<file path="src/rtl/credit_switch_allocator_3port.sv">
// ============================================================================
// Module      : credit_switch_allocator_3port
// Description : 3x3 switch allocator, one round-robin arbiter per output port.
//               SA_CREDIT_EN selects credit-counter flow control, else full_in.
// Revision    : 1.0 - initial release
// ============================================================================
`default_nettype none

`ifndef SW_STOP
`define SW_STOP  3'b000
`endif
`ifndef SW_X1
`define SW_X1    3'b001
`endif
`ifndef SW_Y1
`define SW_Y1    3'b010
`endif
`ifndef SW_LOCAL
`define SW_LOCAL 3'b100
`endif

module credit_switch_allocator_3port #(
  parameter int CREDIT_DEPTH = 8,
  parameter int CNT_W        = 4
) (
  input  logic       clk,
  input  logic       rst_n,
  input  logic [2:0] i_req_valid,
  input  logic [1:0] i_req_dst_x,
  input  logic [1:0] i_req_dst_y,
  input  logic [1:0] i_req_dst_local,
  input  logic [2:0] i_credit_in,
  input  logic [2:0] i_full_in,
  output logic [2:0] o_grant,
  output logic [2:0] o_out_x_sw,
  output logic [2:0] o_out_y_sw,
  output logic [2:0] o_out_local_sw,
  output logic       o_credit_err
);

  localparam logic [CNT_W-1:0] c_DEPTH = CNT_W'(CREDIT_DEPTH);

  logic [2:0][1:0] w_dst;
  logic [2:0][2:0] w_req;
  logic [2:0][2:0] w_win;
  logic [2:0][1:0] w_nxt_ptr;
  logic [2:0]      w_grant_nxt;
  logic [2:0]      w_elig;

  logic [2:0][1:0] r_ptr;
  logic [2:0][2:0] r_sw;
  logic [2:0]      r_grant;
  logic            r_arm;

  assign w_dst = {i_req_dst_local, i_req_dst_y, i_req_dst_x};

  // One-hot winner: first requester at or after the pointer, wrapping X->Y->LOCAL.
  function automatic logic [2:0] f_rr(input logic [2:0] req, input logic [1:0] ptr);
    logic [2:0] win;
    int         idx;
    win = '0;
    for (int k = 2; k >= 0; k--) begin
      idx = (int'(ptr) + k) % 3;
      if (req[idx]) win = 3'(1) << idx;
    end
    return win;
  endfunction

  always_comb begin
    w_req       = '0;
    w_win       = '0;
    w_nxt_ptr   = r_ptr;
    w_grant_nxt = '0;
    for (int o = 0; o < 3; o++) begin
      for (int i = 0; i < 3; i++) begin
        w_req[o][i] = i_req_valid[i] && (w_dst[i] == 2'(o));
      end
      if (w_elig[o] && r_arm) w_win[o] = f_rr(w_req[o], r_ptr[o]);
      if (w_win[o][0])      w_nxt_ptr[o] = 2'd1;
      else if (w_win[o][1]) w_nxt_ptr[o] = 2'd2;
      else if (w_win[o][2]) w_nxt_ptr[o] = 2'd0;
      w_grant_nxt = w_grant_nxt | w_win[o];
    end
  end

  // r_arm holds off grants for the first edge after reset release.
  always_ff @(posedge clk or negedge rst_n) begin
    if (!rst_n) begin
      r_arm   <= 1'b0;
      r_grant <= '0;
      r_sw    <= {3{`SW_STOP}};
      r_ptr   <= '0;
    end else begin
      r_arm   <= 1'b1;
      r_grant <= w_grant_nxt;
      r_sw    <= w_win;
      r_ptr   <= w_nxt_ptr;
    end
  end

  assign o_grant        = r_grant;
  assign o_out_x_sw     = r_sw[0];
  assign o_out_y_sw     = r_sw[1];
  assign o_out_local_sw = r_sw[2];

`ifdef SA_CREDIT_EN
  logic [2:0][CNT_W-1:0] r_cred;
  logic                  r_err;
  logic                  w_unused;

  always_comb begin
    w_elig = '0;
    for (int o = 0; o < 3; o++) w_elig[o] = (r_cred[o] != '0);
  end

  // A simultaneous grant and credit return cancel; an overflowing return is dropped.
  always_ff @(posedge clk or negedge rst_n) begin
    if (!rst_n) begin
      r_cred <= {3{c_DEPTH}};
      r_err  <= 1'b0;
    end else begin
      for (int o = 0; o < 3; o++) begin
        if ((|w_win[o]) && !i_credit_in[o]) begin
          r_cred[o] <= r_cred[o] - CNT_W'(1);
        end else if (i_credit_in[o] && !(|w_win[o])) begin
          if (r_cred[o] == c_DEPTH) r_err <= 1'b1;
          else                      r_cred[o] <= r_cred[o] + CNT_W'(1);
        end
      end
    end
  end

  assign o_credit_err = r_err;
  assign w_unused     = ^i_full_in;
`else
  logic w_unused;

  assign w_elig       = ~i_full_in;
  assign o_credit_err = 1'b0;
  assign w_unused     = ^{i_credit_in, c_DEPTH};
`endif

endmodule

`default_nettype wire

</file>
<file path="config.mk">
export PLATFORM = sky130hd
export DESIGN_NAME = credit_switch_allocator_3port
export DESIGN_NICKNAME = d
export VERILOG_FILES = /design/src/rtl/credit_switch_allocator_3port.sv
export SDC_FILE = /design/constraint.sdc
export NUM_CORES = 1
export LEC_CHECK = 0
export CAP_MARGIN = 20
export CORE_UTILIZATION = 51
export CTS_CLUSTER_SIZE = 20
export DETAILED_ROUTE_END_ITERATION = 8
export PLACE_DENSITY = 0.79
export SLEW_MARGIN = 20
export SYNTH_ARGS = -nofsm -noshare
export SYNTH_HDL_FRONTEND = slang
export SYNTH_SLANG_ARGS = --single-unit
</file>
<file path="constraint.sdc">
create_clock -name clk -period 2.7 [get_ports clk]
set_input_delay 0.54 -clock clk [delete_from_list [all_inputs] [get_ports clk]]
set_output_delay 0.54 -clock clk [all_outputs]
set_load 0.02 [all_outputs]
</file>
Yosys cells after proc, flatten, opt, wreduce, memory -nomap -nowiden
Index checks and enable logic that the tools add are counted.
Storage, ports and cells
  register bits: 19
  latch bits: 0
  bits in writable memories: 0
  memory bits (read-only): 0
  input port bits: 17
  output and inout bits: 13
  logic and storage cells: 116
  memories kept: 0
Operators by class
  add/sub/neg operators: 6
  $mul: 0
  div/mod/pow operators: 9
  order comparisons: 9
  equal/unequal tests: 6
  shift-type cells: 9
  mux-type cells: 48
  bitwise gates (word level): 3
  reductions and logical operators: 18
Operators with widths (count)
  $lt A32 B4 Y1 const B: 9
  $shl A1 B32 Y3 const A: 9
  $mod A32 B3 Y32 const B: 6
  $mod A3 B3 Y32 const B: 3
  $mux W3: 12
  $bmux W1 S2: 9
  $mux W1: 18
  $mux W2: 9
  $logic_and A1 B1 Y1: 12
  $add A2 B1 Y3 const B: 3
  $add A2 B2 Y3 const B: 3
  $reduce_bool A3 Y1: 3
  $eq A2 B1 Y1 const B: 3
  $eq A2 B2 Y1 const B: 3
  $logic_not A2 Y1: 3
  $or A3 B3 Y3: 2
  $not A3 Y3: 1

Logic depth before layout (Yosys ltp)
Gate-level depths: netlist of run 1.
  depth after elaboration: 12
  gate-level depth with buffers: 9
  mapped depth without buffers: 9

Least setup slack after synthesis of run 1
Ideal clock, no wire load.
  path type: reg2reg
  start: register r_ptr[2] in the netlist's numbering
  end: register r_ptr[2] in the netlist's numbering
  library setup time: 0.120 ns
  arrival: 1.883 ns
  data required time: 2.580 ns
  path slack: 0.697 ns
  cell stages (with the launch flop): 8
  path buffers: 0
  period minus slack after synthesis: 2.003 ns
  cells stage by stage: dfrtp_1 -> inv_1 -> ha_1 -> or2_2 -> o211a_1 -> a211oi_1 -> or4_1 -> a31o_1
Between the ends
  longest elaborated chain between the ends: 11
  elaborated cells between the ends (all ways): 24
  classes of those cells: add/sub (2); div (3); shift (3); mux (15); reduce/logical (1)
Ends and longest elaborated chain
  start: declaration: RTL line 50  | logic [2:0][1:0] r_ptr;
  start signal: assignment: RTL line 97  | r_ptr <= w_nxt_ptr;
  $add A2 B2 Y3: RTL line 63  | idx = (int'(ptr) + k) % 3;
  $mod A32 B3 Y32: RTL line 63
  $bmux W1 S2: RTL line 64  | if (req[idx]) win = 3'(1) << idx;
  $mux W1 (not written as such) (2 in series): RTL line 64
  $mux W3 (2 in series): RTL line 64
  $mux W3 *: RTL line 64
  $mux W3 *: RTL line 78  | if (w_elig[o] && r_arm) w_win[o] = f_rr(w_req[o], r_ptr[o]);
  $mux W2: RTL line 80  | else if (w_win[o][1]) w_nxt_ptr[o] = 2'd2;
  $mux W2: RTL line 79  | if (w_win[o][0]) w_nxt_ptr[o] = 2'd1;
Mark *: on every way between the ends. The rest lies on a longest branch, timed or not. The select of a mux whose other input is x is not followed.
A chain may end at the register's enable or synchronous reset.

Worst setup path in the final report of run 1
  start: input i_req_dst_local[0]
  end: register r_grant[0], in the netlist o_grant[0]
Between the ends
  longest elaborated chain between the ends: 11
  elaborated cells between the ends (all ways): 47
  classes of those cells: eq/ne (2); mux (39); bitwise (2); reduce/logical (4)
Ends and longest elaborated chain
  start: declaration: RTL line 31  | input logic [1:0] i_req_dst_local,
  $eq A2 B1 Y1 or $logic_not A2 Y1 (tied branches): RTL line 76  | w_req[o][i] = i_req_valid[i] && (w_dst[i] == 2'(o));
  $logic_and A1 B1 Y1: RTL line 76
  $bmux W1 S2: RTL line 64
  $mux W1 (not written as such) (2 in series): RTL line 64
  $mux W3 (3 in series): RTL line 64
  $mux W3: RTL line 78
  $or A3 B3 Y3: RTL line 82  | w_grant_nxt = w_grant_nxt | w_win[o];
  $or A3 B3 Y3 *: RTL line 82
  via w_grant_nxt[0]: RTL line 47  | logic [2:0] w_grant_nxt;
  end signal: assignment: RTL line 95  | r_grant <= w_grant_nxt;
  end: declaration: RTL line 52  | logic [2:0] r_grant;
Mark *: on every way through the listed nets, which the timed path passes. The rest lies on a longest branch. The select of a mux whose other input is x is not followed.

==> summary.md, run 1 <==
| Metric | Value |
|---|---|
| I/O pin cnt | `30` |
| Unrepaired setup endpoints after global routing | `false` |
| Number of global-route vias before repair | `1214` |
| Initial DRT Pass Iterations | `4` |
| Synth Area per Inst | `9.11 um^2` |
| Net Sw Power | `678 uW` |
| CP Capture Type | `flop` |
| Final core occ | `0.648` |
| Final Power | `1.51 mW` |
| Min Tclk post-route | `2.28 ns` |
| Reg2Reg Depth | `7` |
| Fin nets | `220` |
| First-pass GRT wire length | `5.44 mm` |
| Chip height | `56.4 um` |
| DRC | `0` |
| FF+latch count, synth | `19` |
| Flop pwr share | `0.266` |
| CP bufs+invs | `1` |
| Post-route cell area | `1800 um^2` |
| Rows | `19` |
| Fmax | `439 MHz` |
| Die width | `56.4 um` |
| Initial antenna violation count | `0` |
| Core area | `2780 um^2` |
| Peak supply drop | `0.776 mV` |
| Synth unique cells | `53` |
| Largest net degree at the start of global routing | `20` |
| Switching share of power | `0.450` |
| Kind of critical path | `input pin to flop` |
| Crit path launch | `i_req_dst_local[0]` |
| Number of synthesized flops with an enable pin | `0` |
| Vias per cell | `5.95` |
| Post_cts resized | `0` |
| Clock slew at reported path FFs | `0.09 ns` |
| CP max-delay cell | `clkdlybuf4s50_1` |
| Worst slew margin | `0.477` |
| Gr usage total | `0.219` |
| Leak | `0.867 nW` |
| Async set or reset register ratio after synthesis | `1.00` |
| HPWL Detailed | `2.56 mm` |
| Gate power share | `0.645` |
| Worst hold stages | `1` |
| Outcome | `finished clean` |
| Final Max Slew Viols | `0` |
| Internal power | `828 uW` |
| CTS tree | `done` |
| Pre-CTS WS | `0.128 ns` |
| Main combinational cell family by area after synthesis | `simple AND/OR/NAND/NOR gates` |
| N_diodes | `0` |
| Worst Skew | `0.000489 ns` |
| Clock Power Share | `0.088` |
| Simple-gate share of the synthesized area | `0.257` |
| PnR worst setup slack | `0.422 ns` |
| Worst Max-Slew Pin Slew | `0.782 ns` |
| Placer Congestion | `0.865` |
| Startpoint types | `input pin` |
| Delay-heaviest family, CP | `simple AND/OR/NAND/NOR gates` |
| PortBufs | `25` |
| Cell at the root of the clock tree | `clkbuf_4` |
| Setup bufs post-CTS | `0` |
| Predominant post-synthesis flop cell | `dfrtp_1` |
| WP data arrival | `2.51 ns` |
| Placed cell area | `1780 um^2` |
| Vias | `1316` |
| Reg2Reg Setup Slack | `0.46 ns` |
| Post-CTS Hold Buffers | `0` |
| Mapped Cells | `166` |
| Max Cap Viol | `0` |
| Grt total ovfl | `0` |
| Starting DRT DRC Count | `107` |
| Setup TNS | `0 ns` |
| CTS Buffer Depth | `2` |
| Mux share of post-synthesis cell area | `0.0505` |
| Detailed-route wire length | `3.20 mm` |
| DIE AREA | `3190 um^2` |
| Crit Path Max Fanout | `7` |
| Power Dens Cells | `836 nW/um^2` |
| Clock Latency Late Sink | `0.29 ns` |
| Compound-Gate Fraction of Synth Area | `0.213` |
| XOR/XNOR Fraction of Synth Area | `0` |
| Mapped cell area | `1510 um^2` |
| Tcrit/Tclk final | `0.844` |
| Hold path startpoint | `r_ptr[0]` |
| Reg-to-reg critical path endpoint | `r_ptr[2]` |
| Syn nets | `195` |
| Layout cells sized above 1 | `0.0895` |
| Sequential-to-total area share from yosys stat | `0.315` |
| # setup viols final | `0` |
| Area Growth Syn to Fin | `19.2%` |
| Clock Sink Count | `19` |
| Final ANT Viol Nets | `0` |
| CTS Buf Count | `3` |
| CP max stage delay | `0.48 ns` |
| Final Hold Vio Count | `0` |
| Number of H-tree levels | `1` |
| Hold Crit Class | `flop to flop` |
| Crit-path cells | `clkdlybuf4s50_1 -> nand3b_1 -> o211a_1 -> nor3_1 -> o211ai_1 -> mux2i_1 -> or3_1` |
| RR Startpoint | `r_ptr[2]` |
| Yosys Warn Count | `0` |
| Synth Area in Adders | `0.0993` |
| CP required | `2.93 ns` |
| Hold EP | `r_ptr[0]` |
| Initial core utilization | `0.543` |
| Drt wl/cell | `14.5 um` |
-- cell usage in the layout (no fill, tap or decap), types with 2 or more instances in the layout --
| master | netlist | final |
|---|---|---|
| o21ai_1 | 2 | 2 |
| nand2b_1 | 4 | 4 |
| mux2i_1 | 5 | 5 |
| nor3b_1 | 2 | 2 |
| nor2b_1 | 2 | 2 |
| clkdlybuf4s50_1 | 0 | 25 |
| a21oi_1 | 9 | 9 |
| nand3b_4 | 3 | 3 |
| a31o_1 | 2 | 2 |
| o211a_1 | 2 | 2 |
| nand2_1 | 11 | 11 |
| nor4bb_1 | 2 | 2 |
| or3_1 | 2 | 2 |
| o211ai_1 | 2 | 2 |
| nor2_1 | 7 | 7 |
| a211oi_1 | 2 | 2 |
| ha_1 | 12 | 12 |
| clkbuf_4 | 0 | 3 |
| conb_1 | 2 | 2 |
| o21ai_0 | 11 | 11 |
| nor3_1 | 4 | 4 |
| nand3_1 | 4 | 4 |
| dfrtp_1 | 19 | 19 |
| nand3b_1 | 5 | 5 |
| o31ai_1 | 2 | 2 |
| or3b_1 | 2 | 2 |
| o221ai_1 | 2 | 2 |
| inv_1 | 18 | 18 |
-- state kept, by name (all words and copies together) (netlist names) --
signal          flops
o_out_y_sw          3
o_out_local_sw      3
o_out_x_sw          3
r_ptr               6
o_grant             3
r_arm               1
-- synth_stat cells (3+ instances only) --
cell | n | area share
nor2_1 | 7 | 0.017
nand3b_1 | 5 | 0.025
nand3_1 | 4 | 0.013
mux2i_1 | 5 | 0.033
nor3_1 | 4 | 0.013
inv_1 | 18 | 0.045
nand2b_1 | 4 | 0.017
nand3b_4 | 3 | 0.040
o21ai_0 | 11 | 0.036
nand2_1 | 11 | 0.027
dfrtp_1 | 19 | 0.31
a21oi_1 | 9 | 0.030
ha_1 | 12 | 0.099
-- layout make-up --
| cell class | count | area, um^2 |
|---|---|---|
| Fill cell | 236 | 980 |
| Multi-Input combinational cell | 124 | 943 |
| Sequential cell | 19 | 475 |
| Timing Repair Buffer | 25 | 250 |
| Inverter | 18 | 67.6 |
| Tap cell | 31 | 38.8 |
| Clock buffer | 4 | 26.3 |
-- metal layers --
layer / up-vias / track usage / share of wire
met1: 636 / 0.279 / 0.43
met2: 35 / 0.366 / 0.52
met5: - / 0 / 0
li1: 640 / - / -
met3: 5 / 0.0392 / 0.043
met4: 0 / 0.0836 / 0.0091
-- worst max-delay path by stage --
stage,endpoint,slack (ns),cells past startpoint
global route,r_ptr[3],0.30,8
global placement,o_grant[0],0.20,7
finish,o_grant[0],0.42,7
detailed placement,o_grant[0],0.13,7
floorplan,r_ptr[2],0.70,7
CTS,o_grant[0],0.44,7
-- power groups by stage --
| stage | Clock (mW) | Combinational, mW | Sequential, mW |
|---|---|---|---|
| 6_report | 0.133 | 0.972 | 0.401 |
| 5_1_grt | 0.145 | 1.09 | 0.413 |
| 4_1_cts | 0.139 | 0.964 | 0.402 |
| 3_5_place_dp | 0 | 0.960 | 0.409 |
| 3_3_place_gp | 0 | 0.907 | 0.401 |
| 2_1_floorplan | 0 | 0.723 | 0.421 |
-- per-stage QoR --
stage                     instances  hold WS (ns)
after global placement          217         0.551
after global routing            221         0.615
after CTS                       221         0.578
after floorplan                 166         0.244
after detailed placement        217         0.556
final                           221         0.574
-- logic make-up (layout without fill, tap and decap cells) --
group | after synthesis | after routing
AO/OA/AOI/OAI | 46 | 46
adder cells (fa/ha/maj) | 12 | 12
buffers and inverters | 23 | 47
flip-flops | 19 | 19
multiplexers | 7 | 7
other | 2 | 2
AND/OR/NAND/NOR | 57 | 57
(Power assumes the default switching activity.)
==> run 2, diff against run 1 <==
==> constraint.sdc (replaced) <==
create_clock -name clk -period 2.15 [get_ports clk]
set_input_delay 0.43 -clock clk [delete_from_list [all_inputs] [get_ports clk]]
set_output_delay 0.43 -clock clk [all_outputs]
set_load 0.02 [all_outputs]
==> summary.md, run 2 (synthesized netlist as in run 1, its figures left out) <==
| Metric | Value |
|---|---|
| Outcome | `finished clean (unchanged)` |
| N_diodes | `0 (unchanged)` |
| Initial antenna violation count | `0 (unchanged)` |
| Post-route cell area | `1990 um^2 (was 1800 um^2)` |
| Starting DRT DRC Count | `57 (was 107)` |
| Leak | `0.963 nW (was 0.867 nW)` |
| CP required | `2.34 ns (was 2.93 ns)` |
| DRC | `0 (unchanged)` |
| Reg-to-reg critical path endpoint | `r_ptr[2] (unchanged)` |
| Pre-CTS WS | `-0.229 ns (was 0.128 ns)` |
| Post-CTS Hold Buffers | `0 (unchanged)` |
| Number of H-tree levels | `1 (unchanged)` |
| Max Cap Viol | `0 (unchanged)` |
| Commonest non-fill, non-tap cell in the layout | `clkdlybuf4s50_1 (unchanged)` |
| Unrepaired setup endpoints after global routing | `false (unchanged)` |
| Drt wl/cell | `13.7 um (was 14.5 um)` |
| Vias per cell | `5.71 (was 5.95)` |
| Setup TNS | `0 ns (unchanged)` |
| Worst Max-Slew Pin Slew | `0.794 ns (was 0.782 ns)` |
| Cell at the root of the clock tree | `clkbuf_4 (unchanged)` |
| Final Max Slew Viols | `0 (unchanged)` |
| Power Dens Cells | `1030 nW/um^2 (was 836 nW/um^2)` |
| Gate power share | `0.672 (was 0.645)` |
| First-pass GRT wire length | `5.48 mm (was 5.44 mm)` |
| Fin nets | `242 (was 220)` |
| Area Growth Syn to Fin | `31.4% (was 19.2%)` |
| Worst Skew | `0.00185 ns (was 0.000489 ns)` |
| Reg2Reg Depth | `7 (unchanged)` |
| Commonest non-fill, non-tap cells in the layout | `clkdlybuf4s50_1, buf_4, dfrtp_1 (was clkdlybuf4s50_1, dfrtp_1, inv_1)` |
| Net Sw Power | `902 uW (was 678 uW)` |
| Rows | `19 (unchanged)` |
| Tcrit/Tclk final | `0.971` |
| Hold path startpoint | `r_ptr[2] (was r_ptr[0])` |
| Core area | `2780 um^2 (unchanged)` |
| Hold Crit Class | `flop to flop (unchanged)` |
| Grt total ovfl | `0 (unchanged)` |
| Peak supply drop | `0.980 mV (was 0.776 mV)` |
| Layout cells sized above 1 | `0.208 (was 0.0895)` |
| Final ANT Viol Nets | `0 (unchanged)` |
| RR Startpoint | `r_ptr[2] (unchanged)` |
| Clock Latency Late Sink | `0.30 ns (was 0.29 ns)` |
| WP data arrival | `2.28 ns (was 2.51 ns)` |
| # setup viols final | `0 (unchanged)` |
| PnR worst setup slack | `0.0626 ns (was 0.422 ns)` |
| Detailed-route wire length | `3.34 mm (was 3.20 mm)` |
| Clock slew at reported path FFs | `0.10 ns (was 0.09 ns)` |
| PortBufs | `25 (unchanged)` |
| Internal power | `1.15 mW (was 828 uW)` |
| Number of global-route vias before repair | `1287 (was 1214)` |
| Worst slew margin | `0.469 (was 0.477)` |
| Gr usage total | `0.216 (was 0.219)` |
| Placed cell area | `1920 um^2 (was 1780 um^2)` |
| CTS Buf Count | `3 (unchanged)` |
| DIE AREA | `3190 um^2 (unchanged)` |
| Initial core utilization | `0.543 (unchanged)` |
| Die width | `56.4 um (unchanged)` |
| Kind of critical path | `flop to flop (was input pin to flop)` |
| Final Power | `2.05 mW (was 1.51 mW)` |
| I/O pin cnt | `30 (unchanged)` |
| Initial DRT Pass Iterations | `4 (unchanged)` |
| Reg2Reg Setup Slack | `0.06 ns (was 0.46 ns)` |
| Fmax | `479 MHz` |
| Switching share of power | `0.440 (was 0.450)` |
| HPWL Detailed | `2.67 mm (was 2.56 mm)` |
| CTS tree | `done (unchanged)` |
| CTS Buffer Depth | `2 (unchanged)` |
| Vias | `1387 (was 1316)` |
| Startpoint types | `flop (was input pin)` |
| Largest net degree at the start of global routing | `20 (unchanged)` |
| Max reg flops | `6 (unchanged)` |
| Crit Path Max Fanout | `5 (was 7)` |
| # fillers | `218 (was 236)` |
| Chip height | `56.4 um (unchanged)` |
| Min Tclk post-route | `2.09 ns` |
| Flop pwr share | `0.243 (was 0.266)` |
| Hold EP | `r_ptr[2] (was r_ptr[0])` |
| Placer Congestion | `0.906 (was 0.865)` |
| Top reg by flops | `r_ptr (unchanged)` |
| Hold_ws | `0.559 ns (was 0.574 ns)` |
| CP Capture Type | `flop (unchanged)` |
| Clock Power Share | `0.086 (was 0.088)` |
| Final Hold Vio Count | `0 (unchanged)` |
| Worst hold stages | `1 (unchanged)` |
| Clock Sink Count | `19 (unchanged)` |
[run 2: timing repair]
| action | CTS | global route |
|---|---|---|
| setup buffers | 0 | 3 |
| resized for setup | 0 | 6 |
| endpoints found under the setup margin | 0 | 4 |
[run 2: cell type report]
class	instances	area [um^2]	share of cell area
clock buffer	4	26.3	0.0132
sequential	19	475	0.239
tap	31	38.8	0.0195
multi-input combinational	124	962	0.485
timing repair buffer	47	415	0.209
inverter	18	67.6	0.0340
[run 2: power groups by stage]
stage | sequential [mW] | combinational (mW) | clock (mW)
after floorplan | 0.529 | 0.908 | 0
after global placement | 0.499 | 1.25 | 0
after detailed placement | 0.508 | 1.31 | 0
after CTS | 0.500 | 1.32 | 0.183
after global routing | 0.506 | 1.52 | 0.193
final | 0.497 | 1.38 | 0.175
[run 2: how the worst max path moves through the flow]
stage	end	slack [ns]	startpoint
final	r_ptr[2]	0.06	r_ptr[2]
after global routing	o_grant[0]	0.007	i_req_valid[2]
after CTS	o_grant[0]	0.04	r_ptr[2]
after detailed placement	o_grant[0]	-0.23	i_req_valid[1]
after global placement	o_grant[0]	-0.20	i_req_valid[0]
after floorplan	r_ptr[2]	0.15	r_ptr[2]
[run 2: per-layer routing]
| layer | vias to the layer above | global-route usage | routed length [um] | part of all wire |
|---|---|---|---|---|
| met2 | 37 | 0.417 | 1790 | 0.54 |
| met1 | 666 | 0.256 | 1440 | 0.43 |
| met4 | 0 | 0.0314 | 19 | 0.0057 |
| met5 | - | 0 | 0 | 0 |
| met3 | 2 | 0.0276 | 91 | 0.027 |
| li1 | 682 | - | - | - |
[run 2: worst max-delay path, cell delays in order, from the launching register on]
cell,delay (ns)
dfrtp_1,0.38
inv_1,0.08
ha_1,0.36
buf_4,0.17
and4b_1,0.26
o21ai_0,0.12
a211o_2,0.39
a31o_1,0.21
[run 2: metrics by stage]
step | util | instances
detailed placement | 0.690 | 236
finish | 0.714 | 243
global route | 0.714 | 243
global placement | 0.690 | 236
floorplan | - | 166
CTS | 0.699 | 240
